File: src/rtl/vga_timing_pkg.sv
// Default 640x480@60 VGA timing constants and helpers shared by the
// sync generator and the output controller.
package vga_timing_pkg;

    localparam int unsigned CNT_W = 11;

    localparam int unsigned DEF_H_SYNC  = 96;
    localparam int unsigned DEF_H_BACK  = 48;
    localparam int unsigned DEF_H_ACT   = 640;
    localparam int unsigned DEF_H_FRONT = 16;
    localparam int unsigned DEF_V_SYNC  = 2;
    localparam int unsigned DEF_V_BACK  = 33;
    localparam int unsigned DEF_V_ACT   = 480;
    localparam int unsigned DEF_V_FRONT = 10;

    function automatic int unsigned axis_total(input int unsigned sync, input int unsigned back,
                                               input int unsigned act, input int unsigned front);
        return sync + back + act + front;
    endfunction

    localparam int unsigned H_TOTAL     = axis_total(DEF_H_SYNC, DEF_H_BACK, DEF_H_ACT, DEF_H_FRONT);
    localparam int unsigned V_TOTAL     = axis_total(DEF_V_SYNC, DEF_V_BACK, DEF_V_ACT, DEF_V_FRONT);
    localparam int unsigned H_ACT_FIRST = DEF_H_SYNC + DEF_H_BACK;
    localparam int unsigned H_ACT_LAST  = H_ACT_FIRST + DEF_H_ACT - 1;
    localparam int unsigned V_ACT_FIRST = DEF_V_SYNC + DEF_V_BACK;
    localparam int unsigned V_ACT_LAST  = V_ACT_FIRST + DEF_V_ACT - 1;

endpackage

File: src/rtl/vga_sync_gen.sv
// H/V raster counters with region decode; all outputs registered and aligned
// to the counter values of the same cycle (stage 0).
module vga_sync_gen
    import vga_timing_pkg::*;
#(
    parameter int unsigned H_SYNC  = DEF_H_SYNC,
    parameter int unsigned H_BACK  = DEF_H_BACK,
    parameter int unsigned H_ACT   = DEF_H_ACT,
    parameter int unsigned H_FRONT = DEF_H_FRONT,
    parameter int unsigned V_SYNC  = DEF_V_SYNC,
    parameter int unsigned V_BACK  = DEF_V_BACK,
    parameter int unsigned V_ACT   = DEF_V_ACT,
    parameter int unsigned V_FRONT = DEF_V_FRONT
) (
    input  logic             clk_i,
    input  logic             rst_ni,
    output logic             req_o,
    output logic [CNT_W-1:0] x_o,
    output logic [CNT_W-1:0] y_o,
    output logic             hs_n_o,
    output logic             vs_n_o,
    output logic             frame_start_o
);

    localparam logic [CNT_W-1:0] HLast     = CNT_W'(axis_total(H_SYNC, H_BACK, H_ACT, H_FRONT) - 1);
    localparam logic [CNT_W-1:0] VLast     = CNT_W'(axis_total(V_SYNC, V_BACK, V_ACT, V_FRONT) - 1);
    localparam logic [CNT_W-1:0] HActFirst = CNT_W'(H_SYNC + H_BACK);
    localparam logic [CNT_W-1:0] HActLast  = CNT_W'(H_SYNC + H_BACK + H_ACT - 1);
    localparam logic [CNT_W-1:0] VActFirst = CNT_W'(V_SYNC + V_BACK);
    localparam logic [CNT_W-1:0] VActLast  = CNT_W'(V_SYNC + V_BACK + V_ACT - 1);
    localparam logic [CNT_W-1:0] HSyncEnd  = CNT_W'(H_SYNC);
    localparam logic [CNT_W-1:0] VSyncEnd  = CNT_W'(V_SYNC);

    logic             run_q;
    logic [CNT_W-1:0] h_q, h_d, v_q, v_d;
    logic [CNT_W-1:0] x_q, x_d, y_q, y_d;
    logic             req_q, req_d, hs_n_q, hs_n_d, vs_n_q, vs_n_d, fs_q, fs_d;

    // Counters hold on the first edge after reset so that the first running
    // cycle presents the frame origin together with the frame-start pulse.
    always_comb begin
        h_d = h_q;
        v_d = v_q;
        if (run_q) begin
            if (h_q == HLast) begin
                h_d = '0;
                v_d = (v_q == VLast) ? '0 : v_q + CNT_W'(1);
            end else begin
                h_d = h_q + CNT_W'(1);
            end
        end
        req_d  = (h_d >= HActFirst) && (h_d <= HActLast) &&
                 (v_d >= VActFirst) && (v_d <= VActLast);
        x_d    = req_d ? h_d - HActFirst : '0;
        y_d    = req_d ? v_d - VActFirst : '0;
        hs_n_d = !(h_d < HSyncEnd);
        vs_n_d = !(v_d < VSyncEnd);
        fs_d   = (h_d == '0) && (v_d == '0);
    end

    always_ff @(posedge clk_i or negedge rst_ni) begin
        if (!rst_ni) begin
            run_q  <= 1'b0;
            h_q    <= '0;
            v_q    <= '0;
            x_q    <= '0;
            y_q    <= '0;
            req_q  <= 1'b0;
            hs_n_q <= 1'b1;
            vs_n_q <= 1'b1;
            fs_q   <= 1'b0;
        end else begin
            run_q  <= 1'b1;
            h_q    <= h_d;
            v_q    <= v_d;
            x_q    <= x_d;
            y_q    <= y_d;
            req_q  <= req_d;
            hs_n_q <= hs_n_d;
            vs_n_q <= vs_n_d;
            fs_q   <= fs_d;
        end
    end

    assign req_o         = req_q;
    assign x_o           = x_q;
    assign y_o           = y_q;
    assign hs_n_o        = hs_n_q;
    assign vs_n_o        = vs_n_q;
    assign frame_start_o = fs_q;

endmodule

File: src/rtl/vga_out_ctrl.sv
// VGA output controller: requests pixels from upstream and delays sync and
// blanking by two cycles so they line up with the returned pixel data.
module vga_out_ctrl
    import vga_timing_pkg::*;
#(
    parameter int unsigned H_SYNC  = DEF_H_SYNC,
    parameter int unsigned H_BACK  = DEF_H_BACK,
    parameter int unsigned H_ACT   = DEF_H_ACT,
    parameter int unsigned H_FRONT = DEF_H_FRONT,
    parameter int unsigned V_SYNC  = DEF_V_SYNC,
    parameter int unsigned V_BACK  = DEF_V_BACK,
    parameter int unsigned V_ACT   = DEF_V_ACT,
    parameter int unsigned V_FRONT = DEF_V_FRONT
) (
    input  logic             iCLK,
    input  logic             iRST_N,
    input  logic [9:0]       iRed,
    input  logic [9:0]       iGreen,
    input  logic [9:0]       iBlue,
    output logic             oRequest,
    output logic [CNT_W-1:0] oCurrent_X,
    output logic [CNT_W-1:0] oCurrent_Y,
    output logic [9:0]       oVGA_R,
    output logic [9:0]       oVGA_G,
    output logic [9:0]       oVGA_B,
    output logic             oVGA_HS,
    output logic             oVGA_VS,
    output logic             oVGA_BLANK_N,
    output logic             oVGA_SYNC_N,
    output logic             oFrame_Start
);

    logic       hs0_n, vs0_n;
    logic       req1_q, hs1_n_q, vs1_n_q;
    logic       blank_n_q, blank_n_d, hs_n_q, hs_n_d, vs_n_q, vs_n_d;
    logic [9:0] r_q, r_d, g_q, g_d, b_q, b_d;

    vga_sync_gen #(
        .H_SYNC  (H_SYNC),
        .H_BACK  (H_BACK),
        .H_ACT   (H_ACT),
        .H_FRONT (H_FRONT),
        .V_SYNC  (V_SYNC),
        .V_BACK  (V_BACK),
        .V_ACT   (V_ACT),
        .V_FRONT (V_FRONT)
    ) u_sync_gen (
        .clk_i         (iCLK),
        .rst_ni        (iRST_N),
        .req_o         (oRequest),
        .x_o           (oCurrent_X),
        .y_o           (oCurrent_Y),
        .hs_n_o        (hs0_n),
        .vs_n_o        (vs0_n),
        .frame_start_o (oFrame_Start)
    );

    // Stage 2: upstream data is only accepted for cycles that were requested.
    always_comb begin
        r_d       = req1_q ? iRed   : '0;
        g_d       = req1_q ? iGreen : '0;
        b_d       = req1_q ? iBlue  : '0;
        blank_n_d = req1_q;
        hs_n_d    = hs1_n_q;
        vs_n_d    = vs1_n_q;
    end

    always_ff @(posedge iCLK or negedge iRST_N) begin
        if (!iRST_N) begin
            req1_q    <= 1'b0;
            hs1_n_q   <= 1'b1;
            vs1_n_q   <= 1'b1;
            r_q       <= '0;
            g_q       <= '0;
            b_q       <= '0;
            blank_n_q <= 1'b0;
            hs_n_q    <= 1'b1;
            vs_n_q    <= 1'b1;
        end else begin
            req1_q    <= oRequest;
            hs1_n_q   <= hs0_n;
            vs1_n_q   <= vs0_n;
            r_q       <= r_d;
            g_q       <= g_d;
            b_q       <= b_d;
            blank_n_q <= blank_n_d;
            hs_n_q    <= hs_n_d;
            vs_n_q    <= vs_n_d;
        end
    end

    assign oVGA_R       = r_q;
    assign oVGA_G       = g_q;
    assign oVGA_B       = b_q;
    assign oVGA_HS      = hs_n_q;
    assign oVGA_VS      = vs_n_q;
    assign oVGA_BLANK_N = blank_n_q;
    assign oVGA_SYNC_N  = 1'b0;

endmodule

File: config.mk
export PLATFORM = sky130hd
export DESIGN_NAME = vga_out_ctrl
export DESIGN_NICKNAME = d
export VERILOG_FILES = /design/src/rtl/vga_timing_pkg.sv /design/src/rtl/vga_sync_gen.sv /design/src/rtl/vga_out_ctrl.sv
export SDC_FILE = /design/constraint.sdc
export NUM_CORES = 1
export LEC_CHECK = 0
export CAP_MARGIN = 10
export CORE_ASPECT_RATIO = 1.1
export CORE_MARGIN = 2
export CORE_UTILIZATION = 54
export CTS_CLUSTER_DIAMETER = 80
export DETAILED_ROUTE_END_ITERATION = 10
export GPL_ROUTABILITY_DRIVEN = 0
export PLACE_DENSITY = 0.85
export SLEW_MARGIN = 0
export SYNTH_ARGS = -nofsm -noshare
export SYNTH_HDL_FRONTEND = slang
export SYNTH_SLANG_ARGS = --single-unit
File: constraint.sdc
create_clock -name iCLK -period 5.55 [get_ports iCLK]
set_input_delay 1.11 -clock iCLK [delete_from_list [all_inputs] [get_ports iCLK]]
set_output_delay 1.11 -clock iCLK [all_outputs]
set_load 0.02 [all_outputs]
==> results.md, run 1 <==
* Status: complete, no violations
* Max-cap violations at 0
* CTS tree: done
* WP data required at 5820 ps
* Die X at 85.13 um
* Post-cts resize count at 0
* Routed wire per std cell at 15.67 um
* Worst ir drop on vdd at 153.9 uV
* Die ar. at 7938 um^2
* Critical path data arrival time at 4140 ps
* Sw Share at 0.2934
* M3 GR Usage at 0.05560
* Setup_tns at 0 ps
* Clock Tree Buf Depth at 2
* RSZ-0062 raised after global routing: no
* Crit path time final at 3866 ps
* Register area share after synthesis at 0.5459
* Num CTS Buffers at 9
* Largest net degree at the start of global routing at 86
* Ant. Diodes at 0
* Worst r2r path cells at 13
* Crit. Startpoint: u_sync_gen.h_q[0]
* Finished Core Util at 0.7188
* Critical path's slowest cell: mux2i_1
* Routed vias/inst at 5.560
* First-pass GRT wire length at 13.99 mm
* Vias at 2,947
* Clk slew on worst S/H paths at 90 ps
* Max incr delay on CP at 510 ps
* Cell internal pwr at 0.001029 W
* Met1 Use GR at 0.2876
* Syn Std Cell Area at 3910 um^2
* Synth warn at 0
* Initial detailed-routing violation count at 176
* Core box area at 7007 um^2
* Starting Density at 0.5580
* Post-synth top area share at 0.5056
* Row cnt at 32
* Fin crit share at 0.6966
* Unique masters post-synth at 56
* Routed Antenna Nets at 0
* Grt total ovfl at 0
* Post-DP HPWL at 5.932 mm
* Setup crit end: u_sync_gen.x_o[0]
* Drt drc at 0
* Worst-case clock skew at 7.135 ps
* Area contributors post-synth: dfrtp_1 (51%), and2_1 (5.4%), dfstp_2 (4.0%)
* Nets@finish at 481
* Met2 Usage GRT at 0.3633
* Post-synth EDFFs at 0
* Most common cell in the netlist: dfrtp_1
* Worst-Margin Slew at 1017 ps
* Yosys reg bits at 85
* Net Switching at 0.0004271 W
* CTS Sinks at 85
* Clk root buf: clkbuf_8
* Largest area contributor in the netlist: dfrtp_1
* CP Launch Type: register
* Syn Area/Cell at 11.01 um^2
* Post-CTS Setup Inserts at 0
* Slew headroom at 0.3218
* R2R Path Start: u_sync_gen.h_q[0]
* Critical Path Fanout Max at 20
* Post-CTS Hold Fix Bufs at 0
* Clock network power share at 0.337
* Setup violations, final at 0
* Max Fclk at 258.7 MHz
* Drt total wl at 8.305 mm
* Initial antenna violation count at 0
* Comb power frac at 0.184
* Synthesized Nets at 396
* Share of flip-flops with an asynchronous set or reset at 1.000
* H-Tree Depth at 3
* Final Max Slew Viols at 0
* Sequential power share at 0.479
* Layout cell share with drive strength beyond 1 at 0.1191
* Pre-antenna DRT Iters at 5
* Number of global-route vias before repair at 2,938
* FF-to-FF End: u_sync_gen.x_o[0]
* Pwr/cell area at 289.0 nW/um^2
* Area Overhead vs Synth at 28.80%
* Worst-path cell chain: ha_1 -> and3_1 -> a31oi_1 -> mux2i_1 -> ha_1 -> nand2b_1 -> mux2i_1 -> or3b_1 -> and4_1 -> a2111oi_4 -> o211ai_2 -> buf_4 -> nor3_2
* GRT busiest layer: met2
* Final hold vios at 0
* R2r setup slk at 1680 ps
* Crit path kind: register to register
* Global-route usage over all layers at 0.2237
* Post-synthesis cell count at 355
* Clock latency on the worst-skew pair at 350 ps
* Ports at 90
* Post-synth top cells: dfrtp_1 (79), and2_1 (34), inv_1 (21)
* Worst Setup End Kind: register
* Leakage at 2.316 nW
* Port buffer count at 88
* Synth Flop Type: dfrtp_1
* Worst hold path class: register to register
* Die Y at 93.25 um
## through the flow
stage	worst slack (ps)	cell area [um^2]	hold slack (ps)	power [W]	instances
final	1684	5036	351.8	0.001456	530
after global routing	1363	5036	353.9	0.001534	530
after CTS	1698	5036	353.6	0.001462	530
after detailed placement	1744	4806	346.8	0.0009732	514
after global placement	1939	4806	345.7	0.0009574	514
after floorplan	2291	3910	345.2	0.0008954	355
## power groups by stage
stage | Combinational, W | Sequential, W | Clock, W
4_1_cts | 0.000267 | 0.000697 | 0.000499
6_report | 0.000267 | 0.000698 | 0.000490
5_1_grt | 0.000302 | 0.000706 | 0.000526
3_5_place_dp | 0.000265 | 0.000708 | 0
3_3_place_gp | 0.000252 | 0.000706 | 0
2_1_floorplan | 0.000215 | 0.000680 | 0
## cell usage in the layout, fill, tap and decap left out, types with 10 or more instances in the layout
master,count
clkdlybuf4s50_1,87
nor2_2,14
and2_1,34
nand2_1,17
nor3_1,11
inv_1,21
a21oi_1,10
dfrtp_1,79
nor2_1,17
xnor2_1,18
clkbuf_8,10
nand3_1,10
## worst max-delay path: cells and delay by family, from the launching register on
family	cells	cell delay, ps
DFF	1	490
and+or+nand+nor	5	1180
adders and majority gates	2	550
AOI/OAI and AO/OA	3	610
buffers and inverters	1	260
muxes	2	690
## worst min path at each step
stage	startpoint	to	slack [ps]	cells after the start
3_3_place_gp	vs1_n_q	oVGA_VS	350	0
5_1_grt	vs1_n_q	oVGA_VS	350	0
4_1_cts	vs1_n_q	oVGA_VS	350	0
3_5_place_dp	u_sync_gen.hs_n_o	hs1_n_q	350	0
2_1_floorplan	u_sync_gen.hs_n_o	hs1_n_q	350	0
6_report	vs1_n_q	oVGA_VS	350	0
## state kept, by name (all words and copies together), names as in the netlist
register	flops
u_sync_gen.h_q	11
u_sync_gen.v_q	11
u_sync_gen.x_o	11
u_sync_gen.y_o	11
oVGA_B	10
oVGA_G	10
oVGA_R	10
blank_n_d	1
hs1_n_q	1
oVGA_BLANK_N	1
oVGA_HS	1
oVGA_VS	1
u_sync_gen.frame_start_o	1
u_sync_gen.hs_n_o	1
u_sync_gen.req_o	1
u_sync_gen.run_q	1
u_sync_gen.vs_n_o	1
vs1_n_q	1
## metal layers
layer	up-vias	wire length, um
met1	1397	3482
met4	0	254
met5	-	0
met2	148	3883
li1	1369	-
met3	33	685
## logic make-up (layout without fill, tap and decap cells)
family / count (synthesis) / after routing / share of synthesized area
xor gates and xnor gates: 27 / 27 / 0.06048
AOI/OAI and AO/OA: 47 / 47 / 0.08832
DFF: 85 / 85 / 0.5459
muxes: 3 / 3 / 0.007680
and+or+nand+nor: 145 / 145 / 0.2202
buffers and inverters: 37 / 127 / 0.04672
other: 2 / 2 / 0.001921
adders and majority gates: 9 / 9 / 0.02880
## area by class of cell
type | instances | area, um^2
Clock buffer | 10 | 137.6
Clock inverter | 6 | 92.59
Fill cell | 485 | 1971
Inverter | 21 | 78.83
Multi-Input combinational cell | 233 | 1593
Sequential cell | 85 | 2135
Tap cell | 85 | 106.4
Timing Repair Buffer | 90 | 893.4
No activity file was read; power rests on OpenSTA's default activity.
==> run 2: changes to the inputs <==
--- a/config.mk
+++ b/config.mk
@@ -8,11 +8,11 @@
 export CAP_MARGIN = 10
 export CORE_ASPECT_RATIO = 1.1
 export CORE_MARGIN = 2
-export CORE_UTILIZATION = 54
+export CORE_UTILIZATION = 45
 export CTS_CLUSTER_DIAMETER = 80
 export DETAILED_ROUTE_END_ITERATION = 10
 export GPL_ROUTABILITY_DRIVEN = 0
-export PLACE_DENSITY = 0.85
+export PLACE_DENSITY = 0.76
 export SLEW_MARGIN = 0
 export SYNTH_ARGS = -nofsm -noshare
 export SYNTH_HDL_FRONTEND = slang
==> constraint.sdc (replaced) <==
create_clock -name iCLK -period 3.41 [get_ports iCLK]
set_input_delay 0.682 -clock iCLK [delete_from_list [all_inputs] [get_ports iCLK]]
set_output_delay 0.682 -clock iCLK [all_outputs]
set_load 0.02 [all_outputs]
==> results.md, run 2 (same netlist as run 1, synthesis figures left out) <==
* Layout cell share with drive strength beyond 1 at 0.1473
* Die ar. at 9451 um^2
* Initial antenna violation count at 0
* Num CTS Buffers at 9
* Post-DP HPWL at 6.019 mm
* Clk root buf: clkbuf_8
* Setup violations, final at 0
* WP data required at 3660 ps
* Leakage at 2.339 nW
* Setup WS post-layout at 252.9 ps
* Area Overhead vs Synth at 31.04%
* Clock Tree Buf Depth at 2
* Status: complete, no violations
* Fin crit share at 0.9258
* Ports at 90
* Area post-placement at 4926 um^2
* Routed wire per std cell at 14.67 um
* Worst Setup End Kind: register
* Worst-case clock skew at 12.73 ps
* Final hold vios at 0
* Max Fclk at 316.7 MHz
* Die Y at 101.8 um
* Place WS at 142.4 ps
* FILL cells at 708
* Drt drc at 0
* Most frequent cells in the layout: clkdlybuf4s50_1 (87), dfrtp_1 (77), and2_1 (34), inv_1 (21), xnor2_1 (18)
* Critical path data arrival time at 3410 ps
* Crit. Startpoint: u_sync_gen.h_q[5]
* Number of global-route vias before repair at 2,872
* Worst ir drop on vdd at 339.0 uV
* Drt total wl at 8.303 mm
* Worst hold path class: register to register
* Max-cap violations at 0
* Initial detailed-routing violation count at 151
* H-Tree Depth at 3
* Grt total ovfl at 0
* Largest net degree at the start of global routing at 86
* Critical Path Fanout Max at 15
* Cell area after layout at 5124 um^2
* Hold_sp: vs1_n_q
* Final Max Slew Viols at 0
* Crit path kind: register to register
* Clk slew on worst S/H paths at 100 ps
* RSZ-0062 raised after global routing: no
* Setup_tns at 0 ps
* Port buffer count at 88
* Row cnt at 35
* CTS Sinks at 85
* Nets@finish at 491
* Pwr/cell area at 447.3 nW/um^2
* Most common cell after layout, fill and taps aside: clkdlybuf4s50_1
* Post-CTS Setup Inserts at 0
* Die X at 92.88 um
* CP Launch Type: register
* Slew headroom at 0.3321
* Ant. Diodes at 0
* Clock latency on the worst-skew pair at 370 ps
* Multi-input combinational cell area at 1597 um^2
* CTS tree: done
* Sequential cell area at 2137 um^2
* R2R Path Start: u_sync_gen.h_q[5]
* First-pass GRT wire length at 13.89 mm
* Core box area at 8408 um^2
* Vias at 2,914
* Global-route usage over all layers at 0.1887
* Starting Density at 0.4650
* Crit path time final at 3157 ps
* Routed Antenna Nets at 0
* Routed vias/inst at 5.148
* Pre-antenna DRT Iters at 5
* Worst-Margin Slew at 1002 ps
-- run 2: cell count changes in the layout (fill, tap and decap cells not counted), sizes merged --
cell      previous run  this run
clkbuf              10         9
clkinvlp             1         3
inv                 23        24
bufinv               2         0
buf                  3        13
-- run 2: routing by layer --
layer,track usage,vias up,wire length (um)
met5,0,-,0
met4,0.06787,0,133
met3,0.04315,11,611
met2,0.3049,120,3874
met1,0.2518,1383,3683
li1,-,1400,-
-- run 2: cell type report --
type | instances | share of cell area
inverter | 21 | 0.01538
timing repair buffer | 100 | 0.1915
sequential | 85 | 0.4171
tap | 111 | 0.02711
clock inverter | 7 | 0.01319
clock buffer | 9 | 0.02418
multi-input combinational | 233 | 0.3116
-- run 2: metrics by stage --
stage	total power, W	std cells	hold slack [ps]	utilization
CTS	0.002308	566	360.4	0.6086
detailed placement	0.001624	550	346.8	0.5859
finish	0.002292	566	359.4	0.6094
global route	0.002430	566	361.9	0.6094
floorplan	0.001457	355	345.2	-
global placement	0.001604	550	345.4	0.5859
-- run 2: path summary, 6_finish.rpt --
path,end,slack (ps),cells past startpoint
setup / recovery,u_sync_gen.x_o[1],250,10
hold / removal,oVGA_VS,360,0
setup reg to reg,u_sync_gen.x_o[1],250,10
hold reg to reg,oVGA_VS,360,0
max in group asynchronous,u_sync_gen.h_q[6],2240,1
min in group asynchronous,oVGA_R[3],480,1
-- run 2: where the power goes --
part	leakage (nW)	internal (W)	switching, W
registers	1.15	0.00106	0.0000619
clock network	0.0872	0.000280	0.000401
logic	1.10	0.000220	0.000274
total	2.34	0.00155	0.000737
-- run 2: worst max-delay path, stage by stage (launching register included) --
cell and delay, ps:
dfrtp_1 490, or4b_4 620, nor4_4 310, buf_4 250, nand3_1 100, xor2_1 280, nand3_1 160, or2_1 300
o211ai_2 270, buf_12 200, nor3_2 50
-- run 2: timing repair --
action,in CTS,in global routing
setup endpoints to repair,0,23
hold buffers,0,0
resized for setup,0,4
